### src/rtl/qspi_bus_arbiter_if.sv
// -----------------------------------------------------------------------------
// qspi_bus_arbiter_if
//
// Purpose: groups the two CPU requester ports (instruction fetch "i_*" and
// data load/store "d_*") and the QSPI engine control port ("eng_*") that meet
// at qspi_bus_arbiter.
//
// Modports:
//   slave  - the arbiter's view: requests and engine status in, grants,
//            responses and engine commands out.
//   master - the environment's view (CPU core + QSPI engine, or a bench).
//
// Handshake semantics (both requester ports):
//   A requester raises *_valid with *_addr (and d_we/d_wdata/d_wstrb) and
//   holds them stable until *_ready is seen high in the same cycle; that
//   cycle is the transfer. Dropping *_valid before *_ready withdraws the
//   request with no side effects. *_ready is only ever high together with
//   *_valid. Each accepted request receives exactly one *_rvalid pulse,
//   carrying *_rdata and *_err, some cycles later. There is no backpressure
//   on responses.
// -----------------------------------------------------------------------------
interface qspi_bus_arbiter_if;

  // Instruction-fetch port
  logic        i_valid;
  logic [25:0] i_addr;
  logic        i_ready;
  logic        i_rvalid;
  logic [31:0] i_rdata;
  logic        i_err;

  // Data load/store port
  logic        d_valid;
  logic [25:0] d_addr;
  logic        d_we;
  logic [31:0] d_wdata;
  logic [3:0]  d_wstrb;
  logic        d_ready;
  logic        d_rvalid;
  logic [31:0] d_rdata;
  logic        d_err;

  // QSPI transaction engine port
  logic        eng_start;
  logic [1:0]  eng_cs;
  logic [23:0] eng_addr;
  logic        eng_we;
  logic [31:0] eng_wdata;
  logic [3:0]  eng_wstrb;
  logic        eng_done;
  logic [31:0] eng_rdata;
  logic        eng_abort;

  modport slave (
    input  i_valid, i_addr,
    input  d_valid, d_addr, d_we, d_wdata, d_wstrb,
    input  eng_done, eng_rdata,
    output i_ready, i_rvalid, i_rdata, i_err,
    output d_ready, d_rvalid, d_rdata, d_err,
    output eng_start, eng_cs, eng_addr, eng_we, eng_wdata, eng_wstrb, eng_abort
  );

  modport master (
    output i_valid, i_addr,
    output d_valid, d_addr, d_we, d_wdata, d_wstrb,
    output eng_done, eng_rdata,
    input  i_ready, i_rvalid, i_rdata, i_err,
    input  d_ready, d_rvalid, d_rdata, d_err,
    input  eng_start, eng_cs, eng_addr, eng_we, eng_wdata, eng_wstrb, eng_abort
  );

endinterface

### src/rtl/qspi_bus_arbiter.sv
// -----------------------------------------------------------------------------
// qspi_bus_arbiter
//
// Purpose: shares one QSPI transaction engine between the CPU instruction
// fetch port and the data load/store port. Data requests have priority, but
// an ifetch that has been passed over FAIR_LIMIT times in a row wins the next
// arbitration. The winning request is latched, its chip select decoded from
// addr[25:24], and the engine is run through a start/done sequence guarded
// by a watchdog. The response (read data or error) goes back only to the
// requester that issued the transaction.
//
// Parameters:
//   FAIR_LIMIT  consecutive data grants allowed while an ifetch waits
//   TIMEOUT     cycles from eng_start to eng_abort when no eng_done arrives
//
// Ports:
//   clk          single clock
//   rst          synchronous active-high reset
//   bus          qspi_bus_arbiter_if.slave: requester ports and engine port
//   busy         high whenever the FSM is not IDLE
//   dbg_state_o  current FSM state (IDLE=0, ISSUE=1, WAIT=2, RESP=3)
// -----------------------------------------------------------------------------
module qspi_bus_arbiter #(
  parameter int FAIR_LIMIT = 4,
  parameter int TIMEOUT    = 1023
) (
  input  logic              clk,
  input  logic              rst,
  qspi_bus_arbiter_if.slave bus,
  output logic              busy,
  output logic [1:0]        dbg_state_o
);

  typedef enum logic [1:0] {
    S_IDLE  = 2'd0,
    S_ISSUE = 2'd1,
    S_WAIT  = 2'd2,
    S_RESP  = 2'd3
  } state_t;

  localparam logic [2:0] FAIR_MAX  = 3'(FAIR_LIMIT);
  // The watchdog is cleared in ISSUE and counts WAIT cycles from 0, so the
  // WAIT cycle holding TIMEOUT-1 is exactly TIMEOUT cycles after eng_start.
  localparam logic [9:0] WDOG_LAST = 10'(TIMEOUT - 1);

  // ---------------------------------------------------------------------------
  // State
  // ---------------------------------------------------------------------------
  state_t      state_q,   state_d;
  logic [2:0]  starve_q,  starve_d;
  logic [9:0]  wdog_q,    wdog_d;
  logic        owner_q,   owner_d;     // 1 = data port, 0 = ifetch port
  logic [25:0] addr_q,    addr_d;
  logic        we_q,      we_d;
  logic [31:0] wdata_q,   wdata_d;
  logic [3:0]  wstrb_q,   wstrb_d;
  logic        err_q,     err_d;
  logic [31:0] i_rdata_q, i_rdata_d;
  logic [31:0] d_rdata_q, d_rdata_d;

  // ---------------------------------------------------------------------------
  // Combinational helpers and pulse outputs
  // ---------------------------------------------------------------------------
  logic        pick_data;
  logic        illegal;
  logic        resp_load;
  logic [31:0] resp_rdata;
  logic        i_ready;
  logic        d_ready;
  logic        i_rvalid;
  logic        d_rvalid;
  logic        eng_start;
  logic        eng_abort;

  // Data wins unless ifetch is also waiting and has already been passed over
  // FAIR_LIMIT times in a row.
  assign pick_data = bus.d_valid && (!bus.i_valid || (starve_q != FAIR_MAX));

  // Address space 11 is unmapped, and the flash on chip select 0 is read-only
  // through this path.
  assign illegal = (addr_q[25:24] == 2'b11) ||
                   (we_q && (addr_q[25:24] == 2'b00));

  // ---------------------------------------------------------------------------
  // Next-state and output logic
  // ---------------------------------------------------------------------------
  always_comb begin
    state_d    = state_q;
    starve_d   = starve_q;
    wdog_d     = wdog_q;
    owner_d    = owner_q;
    addr_d     = addr_q;
    we_d       = we_q;
    wdata_d    = wdata_q;
    wstrb_d    = wstrb_q;
    err_d      = err_q;
    resp_load  = 1'b0;
    resp_rdata = '0;
    i_ready    = 1'b0;
    d_ready    = 1'b0;
    i_rvalid   = 1'b0;
    d_rvalid   = 1'b0;
    eng_start  = 1'b0;
    eng_abort  = 1'b0;

    unique case (state_q)
      S_IDLE: begin
        if (bus.d_valid || bus.i_valid) begin
          state_d = S_ISSUE;
          if (pick_data) begin
            d_ready = 1'b1;
            owner_d = 1'b1;
            addr_d  = bus.d_addr;
            we_d    = bus.d_we;
            wdata_d = bus.d_wdata;
            wstrb_d = bus.d_wstrb;
            // Only a data grant that overtakes a waiting ifetch counts
            // towards starvation; an uncontested grant resets the run.
            if (!bus.i_valid) begin
              starve_d = '0;
            end else if (starve_q != FAIR_MAX) begin
              starve_d = starve_q + 3'd1;
            end
          end else begin
            // Instruction fetches are always reads; write fields are zeroed
            // so the engine never sees stale data-port values.
            i_ready  = 1'b1;
            owner_d  = 1'b0;
            addr_d   = bus.i_addr;
            we_d     = 1'b0;
            wdata_d  = '0;
            wstrb_d  = '0;
            starve_d = '0;
          end
        end
      end

      S_ISSUE: begin
        if (illegal) begin
          err_d     = 1'b1;
          resp_load = 1'b1;
          state_d   = S_RESP;
        end else begin
          eng_start = 1'b1;
          wdog_d    = '0;
          state_d   = S_WAIT;
        end
      end

      S_WAIT: begin
        // A completion in the final watchdog cycle still counts as success.
        if (bus.eng_done) begin
          err_d      = 1'b0;
          resp_load  = 1'b1;
          resp_rdata = we_q ? 32'h0 : bus.eng_rdata;
          state_d    = S_RESP;
        end else if (wdog_q == WDOG_LAST) begin
          eng_abort = 1'b1;
          err_d     = 1'b1;
          resp_load = 1'b1;
          state_d   = S_RESP;
        end else begin
          wdog_d = wdog_q + 10'd1;
        end
      end

      S_RESP: begin
        if (owner_q) begin
          d_rvalid = 1'b1;
        end else begin
          i_rvalid = 1'b1;
        end
        state_d = S_IDLE;
      end

      default: begin
        state_d = S_IDLE;
      end
    endcase
  end

  // Read data registers are per port so each requester sees its own last
  // response held between pulses; error and write responses load zero.
  assign i_rdata_d = (resp_load && !owner_q) ? resp_rdata : i_rdata_q;
  assign d_rdata_d = (resp_load &&  owner_q) ? resp_rdata : d_rdata_q;

  // ---------------------------------------------------------------------------
  // State registers
  // ---------------------------------------------------------------------------
  always_ff @(posedge clk) begin
    if (rst) begin
      state_q   <= S_IDLE;
      starve_q  <= '0;
      wdog_q    <= '0;
      owner_q   <= 1'b0;
      addr_q    <= '0;
      we_q      <= 1'b0;
      wdata_q   <= '0;
      wstrb_q   <= '0;
      err_q     <= 1'b0;
      i_rdata_q <= '0;
      d_rdata_q <= '0;
    end else begin
      state_q   <= state_d;
      starve_q  <= starve_d;
      wdog_q    <= wdog_d;
      owner_q   <= owner_d;
      addr_q    <= addr_d;
      we_q      <= we_d;
      wdata_q   <= wdata_d;
      wstrb_q   <= wstrb_d;
      err_q     <= err_d;
      i_rdata_q <= i_rdata_d;
      d_rdata_q <= d_rdata_d;
    end
  end

  // ---------------------------------------------------------------------------
  // Outputs
  // ---------------------------------------------------------------------------
  assign bus.i_ready   = i_ready;
  assign bus.d_ready   = d_ready;
  assign bus.i_rvalid  = i_rvalid;
  assign bus.d_rvalid  = d_rvalid;
  assign bus.i_rdata   = i_rdata_q;
  assign bus.d_rdata   = d_rdata_q;
  // err is qualified by the owner's rvalid so the idle port always reads 0.
  assign bus.i_err     = i_rvalid & err_q;
  assign bus.d_err     = d_rvalid & err_q;

  // Engine fields come straight from the latched request, so they are stable
  // from ISSUE until the next grant.
  assign bus.eng_start = eng_start;
  assign bus.eng_abort = eng_abort;
  assign bus.eng_cs    = addr_q[25:24];
  assign bus.eng_addr  = addr_q[23:0];
  assign bus.eng_we    = we_q;
  assign bus.eng_wdata = wdata_q;
  assign bus.eng_wstrb = wstrb_q;

  assign busy        = (state_q != S_IDLE);
  assign dbg_state_o = state_q;

endmodule

### src/flat_wrapper.sv
// flat-port wrapper written by rule: the top's interface ports become plain ports
module qspi_bus_arbiter_flat 
#(
  parameter int FAIR_LIMIT = 4,
  parameter int TIMEOUT    = 1023
)
  (clk, rst, busy, dbg_state_o, bus_i_valid, bus_i_addr, bus_d_valid, bus_d_addr, bus_d_we, bus_d_wdata, bus_d_wstrb, bus_eng_done, bus_eng_rdata, bus_i_ready, bus_i_rvalid, bus_i_rdata, bus_i_err, bus_d_ready, bus_d_rvalid, bus_d_rdata, bus_d_err, bus_eng_start, bus_eng_cs, bus_eng_addr, bus_eng_we, bus_eng_wdata, bus_eng_wstrb, bus_eng_abort);
  qspi_bus_arbiter_if bus_i ();
  input  logic clk;
  input  logic rst;
  output logic busy;
  output logic [1:0] dbg_state_o;
  input wire logic [$bits(bus_i.i_valid)-1:0] bus_i_valid;
  input wire logic [$bits(bus_i.i_addr)-1:0] bus_i_addr;
  input wire logic [$bits(bus_i.d_valid)-1:0] bus_d_valid;
  input wire logic [$bits(bus_i.d_addr)-1:0] bus_d_addr;
  input wire logic [$bits(bus_i.d_we)-1:0] bus_d_we;
  input wire logic [$bits(bus_i.d_wdata)-1:0] bus_d_wdata;
  input wire logic [$bits(bus_i.d_wstrb)-1:0] bus_d_wstrb;
  input wire logic [$bits(bus_i.eng_done)-1:0] bus_eng_done;
  input wire logic [$bits(bus_i.eng_rdata)-1:0] bus_eng_rdata;
  output wire logic [$bits(bus_i.i_ready)-1:0] bus_i_ready;
  output wire logic [$bits(bus_i.i_rvalid)-1:0] bus_i_rvalid;
  output wire logic [$bits(bus_i.i_rdata)-1:0] bus_i_rdata;
  output wire logic [$bits(bus_i.i_err)-1:0] bus_i_err;
  output wire logic [$bits(bus_i.d_ready)-1:0] bus_d_ready;
  output wire logic [$bits(bus_i.d_rvalid)-1:0] bus_d_rvalid;
  output wire logic [$bits(bus_i.d_rdata)-1:0] bus_d_rdata;
  output wire logic [$bits(bus_i.d_err)-1:0] bus_d_err;
  output wire logic [$bits(bus_i.eng_start)-1:0] bus_eng_start;
  output wire logic [$bits(bus_i.eng_cs)-1:0] bus_eng_cs;
  output wire logic [$bits(bus_i.eng_addr)-1:0] bus_eng_addr;
  output wire logic [$bits(bus_i.eng_we)-1:0] bus_eng_we;
  output wire logic [$bits(bus_i.eng_wdata)-1:0] bus_eng_wdata;
  output wire logic [$bits(bus_i.eng_wstrb)-1:0] bus_eng_wstrb;
  output wire logic [$bits(bus_i.eng_abort)-1:0] bus_eng_abort;
  assign bus_i.i_valid = bus_i_valid;
  assign bus_i.i_addr = bus_i_addr;
  assign bus_i.d_valid = bus_d_valid;
  assign bus_i.d_addr = bus_d_addr;
  assign bus_i.d_we = bus_d_we;
  assign bus_i.d_wdata = bus_d_wdata;
  assign bus_i.d_wstrb = bus_d_wstrb;
  assign bus_i.eng_done = bus_eng_done;
  assign bus_i.eng_rdata = bus_eng_rdata;
  assign bus_i_ready = bus_i.i_ready;
  assign bus_i_rvalid = bus_i.i_rvalid;
  assign bus_i_rdata = bus_i.i_rdata;
  assign bus_i_err = bus_i.i_err;
  assign bus_d_ready = bus_i.d_ready;
  assign bus_d_rvalid = bus_i.d_rvalid;
  assign bus_d_rdata = bus_i.d_rdata;
  assign bus_d_err = bus_i.d_err;
  assign bus_eng_start = bus_i.eng_start;
  assign bus_eng_cs = bus_i.eng_cs;
  assign bus_eng_addr = bus_i.eng_addr;
  assign bus_eng_we = bus_i.eng_we;
  assign bus_eng_wdata = bus_i.eng_wdata;
  assign bus_eng_wstrb = bus_i.eng_wstrb;
  assign bus_eng_abort = bus_i.eng_abort;
  qspi_bus_arbiter #(.FAIR_LIMIT(FAIR_LIMIT), .TIMEOUT(TIMEOUT)) u_core (.clk(clk), .rst(rst), .bus(bus_i), .busy(busy), .dbg_state_o(dbg_state_o));
endmodule
### config.mk
export PLATFORM = sky130hd
export DESIGN_NAME = qspi_bus_arbiter_flat
export DESIGN_NICKNAME = d
export VERILOG_FILES = /design/src/rtl/qspi_bus_arbiter_if.sv /design/src/rtl/qspi_bus_arbiter.sv /design/src/flat_wrapper.sv
export SDC_FILE = /design/constraint.sdc
export NUM_CORES = 1
export LEC_CHECK = 0
export ABC_AREA = 0
export BUFFER_PORTS_ARGS = -buffer_cell sky130_fd_sc_hd__buf_2
export CAP_MARGIN = 20
export CELL_PAD_IN_SITES_DETAIL_PLACEMENT = 2
export CELL_PAD_IN_SITES_GLOBAL_PLACEMENT = 2
export CORE_ASPECT_RATIO = 1.2
export CORE_UTILIZATION = 24
export CTS_BUF_LIST = sky130_fd_sc_hd__clkbuf_8
export CTS_CLUSTER_SIZE = 28
export DETAILED_ROUTE_END_ITERATION = 7
export PLACE_DENSITY_LB_ADDON = 0.1
export SETUP_SLACK_MARGIN = 0.15
export SYNTH_ARGS = -nofsm -noshare
export SYNTH_HDL_FRONTEND = slang
export SYNTH_SLANG_ARGS = --single-unit
### constraint.sdc
create_clock -name clk -period 1.9 [get_ports clk]
set_input_delay 0.285 -clock clk [delete_from_list [all_inputs] [get_ports clk]]
set_output_delay 0.285 -clock clk [all_outputs]
set_load 0.01 [all_outputs]
# [After elaboration in Yosys (flattened, before gate mapping)]
# Cells that the tools add are included.
[word_totals] regBits=144 in_bits=126 out_inout_bits=138 elab_cells=87
[classes] n_addsub=2 eq_ne=13 mux=41 bitwise_logic=2 reduce_logical=18
[op_table] operator="2-to-1 mux 32 bit" n=4
[op_table] operator="2-to-1 mux 10 bit" n=3
[op_table] operator="2-to-1 mux 26 bit" n=1
[op_table] operator="2-to-1 mux 1 bit" n=22
[op_table] operator="one-hot mux 10 bit (2 select lines)" n=1
[op_table] operator="adder 10 x 1 -> 10 bit, second input constant" n=1
[op_table] operator="== test 10 bit, second input constant" n=1
[op_table] operator="2-to-1 mux 3 bit" n=3
[op_table] operator="one-hot mux 2 bit (4 select lines)" n=1
[op_table] operator="== test 2 bit, second input constant" n=3
[op_table] operator="2-to-1 mux 2 bit" n=3
[op_table] operator="inequality test 2 bit, second input constant" n=3
[op_table] operator="inequality test 3 bit, second input constant" n=2
[op_table] operator="AND reduction 3 bit" n=2
[op_table] operator="logical AND 1 bit" n=4
[op_table] operator="logical NOT 2 bit" n=2
[op_table] operator="2-to-1 mux 4 bit" n=1
[op_table] operator="inequality test 2 x 1 -> 1 bit, second input constant" n=2
[op_table] operator="one-hot mux 1 bit (2 select lines)" n=2
[op_table] operator="AND reduction 2 bit" n=2
[op_table] operator="AND reduction 4 bit" n=1
[op_table] operator="nonzero test 2 bit" n=2
[op_table] operator="adder 3 x 1 -> 3 bit, second input constant" n=1
[op_table] operator="logical OR 1 bit" n=3
[op_table] operator="4 further kinds" n=6

# [Logic depth before layout (Yosys ltp)]
[depth] ltp_word=6 depth_mapped=8 depth_no_buf=6

# [Worst setup path after synthesis]
# Ideal clock, no wire load.
[synth_path] path_type="reg-to-reg" startpoint="register u_core.state_q[0] (netlist: u_core.dbg_state_o[0])" endpoint="register u_core.wdog_q[2]" setup_ps=70 arrival_time_ps=1841 t_required_ps=1830 setup_slack_ps=-11 path_stages_with_launch=8 path_buffers=1 period_less_slack_ps=1911 path_cell_list="dfxtp_1 inv_1 ha_1 nand2_1 o311ai_2 clkbuf_1 or4_1 a21oi_1"
[synth_between] elab_chain_len=3 word_cells_on_any_way=8 cone_classes="5 x eq/ne; 1 x mux; 2 x reduce/logical"
[synth_rtl] item="start: declaration" line="qspi_bus_arbiter.sv:49" source="state_t state_q, state_d;"
[synth_rtl] item="start signal: assignment" line="qspi_bus_arbiter.sv:204" source="state_q <= state_d;"
[synth_rtl] item="== test 2 bit / == test 2 x 1 -> 1 bit (equally long branches)" line="qspi_bus_arbiter.sv:106" source="unique case (state_q)"
[synth_rtl] item="inequality test 2 bit (no line) / nonzero test 2 bit (equally long branches)"
[synth_rtl] item="AND reduction 4 bit (no line)"
[synth_rtl] item="end signal: assignment" line="qspi_bus_arbiter.sv:206" source="wdog_q <= wdog_d;"
[synth_rtl] item="end: declaration" line="qspi_bus_arbiter.sv:51" source="logic [9:0] wdog_q, wdog_d;"
# Parallel ways exist; a longest one is shown, timed or not.
# A chain may end at the register's enable or synchronous reset.

# [Worst setup path after layout]
[layout_path] startpoint="register u_core.state_q[1] (netlist: u_core.dbg_state_o[1])" endpoint="register u_core.wdog_q[4]"
# The elaborated chain is that of the path after synthesis.

==> qor.yml <==
ir_worst_vdd_uv: 432
path_max_fanout: 12
synth_edf_count: 0
h-tree-depth: 4
synth_area_leader_cell: "dfxtp_1"
drive_gt1_share_pct: 42.3
seqCellArea_um2: 2920
max_freq_ghz: 0.550
wirelength_um: 22800
die_width_um: 141
ff2ff_path_depth: 6
finalPower_mw: 9.38
dp_hpwl_um: 15800
synth_area_um2: 5560
relSlewSlack_pct: 68.6
initial_core_util_pct: 24.6
seq_power_share_pct: 38.1
worst-setup-path-type: "reg2reg"
clkPwrFrac_pct: 25.3
whs_ps: 61.5
die-area_um2: 23800
synth_seq_cells: 144
fin_crit_ps: 1820
clock_path_buffers: 2
grt_pass1_wl_um: 35600
critPathLaunchType: "register"
end_kind: "register"
row_count: 60
critical_path.cell_chain: "inv_2 -> ha_2 -> nor2_1 -> a41o_4 -> or4_1 -> a21oi_1"
core_area_um2: 22600
clkTransAtPathRegs_ps: 100
clkSinkCount: 144
p_leak_nw: 3.59
worst-path-buf-inv: 1
synth.distinct_cells: 45
syn_avg_cell_area_um2: 8.57
powerDensity_nw_per_um2: 1150
synthTopCellsByArea: "dfxtp_1 (52%), nand2_1 (7.2%), nand3_1 (6.4%)"
required_ps: 2280
synth_seq_area_share_pct: 51.9
track_usage_pct: 19.2
drc: 0
grt_pass1_vias: 6635
viasPerCell: 4.84
slowest_delay_ps: 500
worstSkewPairLatency_ps: 450
intPower_mw: 5.81
wl_per_cell_um: 18.3
skew_ps: 18.9
critPathArrivalTime_ps: 2190
synthCells: 648
vias: 6026
antenna_left: 0
swShare_pct: 38.1
first_iter_violations: 218
tritoncts: "done"
multi_input_area_um2: 2620
io_pins: 264
root_buffer: "clkbuf_8"
synth.top_cell.area_share_pct: 51.9
pwr-share-comb_pct: 36.6
worst_path_max_delay_cell: "or4_1"
r2r_setup_slack_ps: 80
fin_nets: 1054
synth_ff_type: "dfxtp_1"
synth-async-reset-ratio_pct: 0
gp_congestion: 0.749
hold_depth: 3
worstSetupPathDepth: 6
areaGrowthSynthToFinish_pct: 47.0
syn-num-nets: 782
drt_pass1_iterations: 5
cp_top_family: "simple AND/OR/NAND/NOR gates"
setup_viol_count_final: 0
hold_viol: 0
power_switching_mw: 3.58
fin_crit_sh_pct: 95.6
portBuffers: 263
ys.warnings.count: 0
fillCellCount: 2604
die_h_um: 169
hold_path.class: "in2reg"
outcome: "completed"
grt_max_degree: 65
slew_violations: 0
cts_inserted_buffers: 17
antenna_found_initial: 2
worst_pin_slew_ps: 470
maxCapViolCount: 0
grt_overflow: 0
rsz0062_at_grt: "true"
-- Yosys cell counts, types with 5 or more instances --
cell and number:
a222oi_1 26, nor2_1 60, nor4_1 6, nand3_1 71, o21ai_1 35, a22oi_1 27
inv_1 12, dfxtp_1 144, nand2b_1 5, clkbuf_1 39, ha_1 8, a21oi_1 16
nand2_1 106, o21ai_0 30, mux2i_1 6, buf_2 12
-- registers in the layout, summed over array words and instances (netlist names) --
register / flops
u_core.bus.eng_wdata: 32
u_core.owner_q: 1
u_core.starve_q: 3
u_core.wdog_q: 10
u_core.bus.i_rdata: 32
u_core.bus.eng_we: 1
u_core.dbg_state_o: 2
u_core.bus.eng_wstrb: 4
u_core.bus.d_rdata: 32
u_core.addr_q: 26
u_core.err_q: 1
-- layout make-up --
type,instances,area share [%]
multi-input combinational,436,32.0
clock inverter,13,1.41
clock buffer,19,3.20
antenna,1,0.0306
inverter,13,0.659
tap,310,4.75
sequential,144,35.7
timing repair buffer,308,22.2
-- cell usage in the layout, fill, tap and decap left out, types with 3 or more instances in the layout --
cell type / count
inv_8: 3
nand2_1: 100
buf_6: 3
a21oi_1: 14
dfxtp_4: 8
buf_2: 260
or4_1: 3
a222oi_1: 26
dfxtp_1: 132
inv_6: 5
clkinvlp_4: 5
ha_1: 3
o21ai_1: 34
a22oi_1: 27
nand2_2: 3
buf_4: 36
o31ai_1: 3
buf_12: 7
and2_1: 3
nand2_4: 3
ha_4: 3
dfxtp_2: 4
nor2_1: 60
clkbuf_8: 19
nand4_1: 3
nand3_1: 69
nor4_2: 4
nand2b_1: 4
o21ai_0: 30
inv_1: 6
mux2i_1: 6
inv_2: 5
-- stage by stage --
stage	setup WS [ps]	instances	utilization (%)	TNS, ps	instance area [um2]
3_3_place_gp	89.4	1190	32.5	0	7340
3_5_place_dp	-11.6	1190	32.5	-11.6	7340
2_1_floorplan	165	648	-	0	5570
6_report	83.2	1244	36.1	0	8170
5_1_grt	17.0	1243	36.1	0	8160
4_1_cts	60.7	1242	35.8	0	8090
-- tightest hold or removal path, stage by stage --
cell and delay [ps]:
buf_2 90, nand3_1 50, o21ai_0 60
-- final timing paths --
path / from / endpoint
setup / recovery: u_core.dbg_state_o[1] / u_core.wdog_q[4]
hold / removal: bus_eng_rdata[4] / u_core.bus.i_rdata[4]
setup reg to reg: u_core.dbg_state_o[1] / u_core.wdog_q[4]
hold reg to reg: u_core.bus.d_rdata[15] / u_core.bus.d_rdata[15]
-- layer usage --
metal / track usage, % / up-vias / part of all wire [%]
li1: - / 2847 / -
met1: 20.6 / 2924 / 40
met2: 35.0 / 214 / 51
met3: 5.69 / 37 / 6.4
met4: 7.42 / 4 / 2.4
met5: 0 / - / 0.10
-- power by group through the flow --
stage | combinational, mW | clock [mW] | sequential, mW
4_1_cts | 3.45 | 2.48 | 3.57
3_5_place_dp | 2.97 | 0 | 3.65
2_1_floorplan | 1.55 | 0 | 3.75
3_3_place_gp | 2.84 | 0 | 3.63
5_1_grt | 3.75 | 2.60 | 3.62
6_report | 3.43 | 2.38 | 3.57
-- timing repair --
action,4_1_cts,5_1_grt
hold buffers,0,0
setup endpoints to repair,78,107
resized for setup,51,15
endpoints found under the hold margin,0,0
gates cloned,3,0
setup buffers,17,1
pin swaps,13,19
-- cells by family (layout without fill, tap and decap cells) --
logic type | count (synthesis) | count (layout) | synth area share (%)
and+or+nand+nor | 268 | 268 | 21.5
AOI/OAI and AO/OA | 154 | 154 | 18.7
DFF | 144 | 144 | 51.9
buffers and inverters | 68 | 353 | 5.00
adders and majority gates | 8 | 8 | 1.80
muxes | 6 | 6 | 1.08
other | 0 | 1 | 0
Note: power is estimated with default switching activity, not from simulation.
